==> config.mk <==
export PLATFORM = sky130hd
export DESIGN_NAME = qld_div8
export DESIGN_NICKNAME = d
export VERILOG_FILES = /design/src/rtl/qld_div8.sv
export SDC_FILE = /design/constraint.sdc
export NUM_CORES = 1
export LEC_CHECK = 0
export ABC_AREA = 1
export CELL_PAD_IN_SITES_DETAIL_PLACEMENT = 1
export CELL_PAD_IN_SITES_GLOBAL_PLACEMENT = 1
export CORE_MARGIN = 5
export CORE_UTILIZATION = 45
export DETAILED_ROUTE_END_ITERATION = 12
export HOLD_SLACK_MARGIN = 0.12
export PLACE_DENSITY = 0.94
export SLEW_MARGIN = 20
export SYNTH_ARGS = -nofsm -noshare
export SYNTH_HDL_FRONTEND = slang
export SYNTH_SLANG_ARGS = --single-unit
==> constraint.sdc <==
create_clock -name clk -period 2.7 [get_ports clk]
set_input_delay 0.405 -clock clk [delete_from_list [all_inputs] [get_ports clk]]
set_output_delay 0.405 -clock clk [all_outputs]
set_load 0.02 [all_outputs]
==> src/rtl/qld_div8.sv <==
// qld_div8: pipelined approximate signed 8-bit divider in the log domain.
// Operands are one's-complement signed; each is reduced to log2 form
// {k, m} (leading-one position plus truncated mantissa), the logs are
// subtracted, and the difference is taken back through a piecewise-linear
// antilog to give a one's-complement signed Q8.8 quotient.
// Three register stages move together on a shared advance enable.
module qld_div8 #(
  parameter int MANT_W = 4
) (
  input  logic        clk,
  input  logic        rst,
  input  logic        in_valid,
  output logic        in_ready,
  input  logic [7:0]  x,
  input  logic [7:0]  y,
  output logic        out_valid,
  input  logic        out_ready,
  output logic [15:0] q,
  output logic        div_zero
);

  localparam int LW = 3 + MANT_W;   // {k, m} log width
  localparam int DW = LW + 1;       // signed log difference width

  // leading-one position; an all-zero input yields 0 (flagged separately)
  function automatic logic [2:0] lod(input logic [7:0] a);
    lod = '0;
    for (int b = 0; b < 8; b++)
      if (a[b]) lod = 3'(b);
  endfunction

  // MANT_W bits directly below the leading one, left-aligned, zero-filled
  function automatic logic [MANT_W-1:0] mant(input logic [7:0] a, input logic [2:0] k);
    logic [7:0] s;
    s    = a << (3'd7 - k);
    mant = s[6 -: MANT_W];
  endfunction

  logic [3:1] vld_pipe;
  logic       adv;

  assign adv       = ~vld_pipe[3] | out_ready;
  assign in_ready  = adv;
  assign out_valid = vld_pipe[3];

  // operand magnitudes and their log2 decomposition
  logic [7:0] ax, ay;
  logic [2:0] kx, ky;
  assign ax = x ^ {8{x[7]}};
  assign ay = y ^ {8{y[7]}};
  assign kx = lod(ax);
  assign ky = lod(ay);

  logic [LW-1:0]        s1_lx, s1_ly;
  logic                 s1_sign, s1_zx, s1_zy;
  logic signed [DW-1:0] s2_d;
  logic                 s2_sign, s2_zx, s2_zy;

  // valid shift register; bubbles travel with the data, no collapsing
  always_ff @(posedge clk) begin
    if (rst)
      vld_pipe <= '0;
    else if (adv)
      vld_pipe <= {vld_pipe[2:1], in_valid};
  end

  // stage 1: capture log forms and sign/zero flags on every advance
  always_ff @(posedge clk) begin
    if (adv) begin
      s1_lx   <= {kx, mant(ax, kx)};
      s1_ly   <= {ky, mant(ay, ky)};
      s1_sign <= x[7] ^ y[7];
      s1_zx   <= (ax == 8'd0);
      s1_zy   <= (ay == 8'd0);
    end
  end

  // stage 2: log difference; both logs lie in [0, 8) so DW bits never overflow
  always_ff @(posedge clk) begin
    if (adv) begin
      s2_d    <= $signed({1'b0, s1_lx}) - $signed({1'b0, s1_ly});
      s2_sign <= s1_sign;
      s2_zx   <= s1_zx;
      s2_zy   <= s1_zy;
    end
  end

  // antilog: integer part i in -8..7, so i+8 is just i with its MSB flipped
  logic [3:0]        d_int;
  logic [MANT_W-1:0] d_frac;
  logic [3:0]        sh;
  logic [31:0]       wide;
  logic [15:0]       mag;

  assign d_int  = s2_d[DW-1:MANT_W];
  assign d_frac = s2_d[MANT_W-1:0];
  assign sh     = {~d_int[3], d_int[2:0]};
  assign wide   = 32'({1'b1, d_frac}) << sh;
  assign mag    = wide[MANT_W +: 16];

  // stage 3: output register; divide-by-zero saturates and wins over zero dividend
  always_ff @(posedge clk) begin
    if (rst) begin
      q        <= 16'h0000;
      div_zero <= 1'b0;
    end else if (adv && vld_pipe[2]) begin
      if (s2_zy) begin
        q        <= s2_sign ? 16'h8000 : 16'h7FFF;
        div_zero <= 1'b1;
      end else if (s2_zx) begin
        q        <= 16'h0000;
        div_zero <= 1'b0;
      end else begin
        q        <= mag ^ {16{s2_sign}};
        div_zero <= 1'b0;
      end
    end
  end

endmodule

==> impl_metrics.ini <==
[run_status]
outcome = finished clean

[worst_setup_path]
crit_required_ns = 2.30
r2r-start = s1_ly[0]
path_cells = clkdlybuf4s50_1 > nor2_1 > inv_1 > clkdlybuf4s50_1
critPathLaunchType = input pin
cpPeakStageDelay_ns = 0.56
crit_path_max_fanout = 5
endpoint_kind = output port
crit_family = buffers and inverters
slowest_stage = clkdlybuf4s50_1
crit_top_cell = clkdlybuf4s50_1
cp.arrival_ns = 1.76
cp_num_buf_inv = 3
crit_type = in2out
crit_start = out_ready

[cells_and_area]
syn_to_final_growth_pct = 17.2
fin_cells = 529
final_area_um2 = 3710
layout.nets = 460
antenna_cells = 0
post-route-util = 0.543
drive_above_1_share = 0.104

[logic_synthesis]
ys_async_sr_fraction = 0
synth_area_leader_cell = edfxtp_1
synth_area_per_cell_um2 = 7.99
yosysWarnings = 0
seq_area_frac_synth = 0.392
yosys.area.top_type_share = 0.266
yosys_most_used_dff = edfxtp_1
synth_nets = 424
yosys-top-cells-count = nand2_1 (111), nand3_1 (57), inv_1 (36)
synthTopCellsByArea = edfxtp_1 (27%), nand2_1 (13%), dfxtp_1 (13%), nand3_1 (9.0%), xor2_4 (5.2%)
yosysMostFrequentCell = nand2_1
synth_seq_cells = 48
ys_types = 42
netlist_area_um2 = 3160
synth_edf_count = 28
syn-instance-count = 396

[clocking]
clk_pin_slew_ns = 0.10
clk_path_buf_depth = 2
cts_root_buffer = clkbuf_8
postCtsSetupRepairBufs = 0
cts_tree = yes
clkSinkCount = 48
cts.hold.buffers_added = 0
htree_levels = 2
clkLatencyLatePin_ns = 0.31
cts_buffers = 5
ctsResizeCount = 0

[die]
die-area_um2 = 8810
core_area_um2 = 6830
die_w_um = 93.8
die_y_um = 93.8
initial_core_util = 0.463
num_rows = 30
ioPinCount = 39

[timing]
hold_slack_ns = 0.442
slew_violations = 0
fin_skew_ns = 0.00981
finalCritPeriodShare = 0.800
slew_headroom = 0.396
maxClockFrequency_mhz = 463
setup_tns_ns = 0
tightest_slew_ns = 0.906
final-setup-viol-count = 0
fin_crit_ns = 2.16
hold_viol = 0
rsz0062_at_grt = false

[placed_design]
place_area_um2 = 3620
dpl.cell_count = 521
globalplace.congestion = 0.884
port_buffers = 38
hpwlAfterDp_um = 6470

[global_route]
grt_max_degree = 31
grt_pass1_vias = 3095
grt_overflow = 0
grt_usage = 0.203
grt_pass1_wl_um = 14400
antenna_found_initial = 0

[routing]
wire_per_inst_um = 15.8
drtIter0Drc = 140
wl_um = 8340
vias = 2822
drt-vias-per-instance = 5.33
antenna_left = 0
drc_errors = 0
firstDrtPassIters = 4

[run]
maxCapViolCount = 0

[power_and_ir_drop]
vdd_drop_max_v = 0.000281
power.density_nw_per_um2 = 767
leakagePower_nw = 1.64

[hold_path]
hold_class = reg2reg
hp-start = s1_zy
==> stage by stage <==
stage,setup WS (ns),power (W)
floorplan,0.890,0.00204
global placement,0.420,0.00231
detailed placement,0.292,0.00240
CTS,0.536,0.00285
global route,0.452,0.00308
finish,0.539,0.00285
==> power breakdown <==
group          switching, W  internal [W]  total, W
registers          0.000140      0.000948   0.00109
clock network      0.000253      0.000181  0.000434
logic              0.000851      0.000472   0.00132
total               0.00124       0.00160   0.00285
==> flip-flops by register name (all words and copies together) (netlist names) <==
register / flops
s1_ly: 7
s2_sign: 1
q: 16
s2_d: 8
s2_zy: 1
s1_sign: 1
vld_pipe: 3
s1_lx: 7
s2_zx: 1
s1_zx: 1
s1_zy: 1
div_zero: 1
==> path summary, 6_finish.rpt <==
check	to	slack [ns]	cells past startpoint
worst min-delay path	s2_zy	0.44	0
worst max-delay path	in_ready	0.54	4
worst min register to register	s2_zy	0.44	0
worst max register to register	s2_d[6]	0.54	6
==> layout make-up <==
| type | instances | area [um^2] |
|---|---|---|
| Fill cell | 846 | 3120 |
| Clock inverter | 3 | 17.5 |
| Sequential cell | 48 | 1240 |
| Tap cell | 96 | 120 |
| Inverter | 44 | 168 |
| Clock buffer | 5 | 68.8 |
| Multi-Input combinational cell | 290 | 1680 |
| Timing Repair Buffer | 43 | 418 |
==> metal layers <==
layer  global-route usage  part of all wire
met1                0.223              0.40
met2                0.393              0.54
met3               0.0329             0.037
met4               0.0602             0.018
met5                    0                 0
==> cell families after synthesis <==
| group | synth area share |
|---|---|
| xor+xnor | 0.101 |
| simple gates | 0.288 |
| buf+inv | 0.0779 |
| compound gates | 0.107 |
| flops | 0.392 |
| fa+ha+maj | 0.0340 |
==> layout by cell type (no fill, tap or decap), drive strengths merged, types with 7 or more instances in the layout <==
| cell type | n |
|---|---|
| dfxtp | 20 |
| clkdlybuf4s50 | 38 |
| nor2 | 13 |
| a21oi | 30 |
| edfxtp | 28 |
| nand2 | 120 |
| o21ai | 24 |
| xor2 | 15 |
| nand3 | 58 |
| ha | 7 |
| inv | 44 |
(Power assumes the default switching activity.)
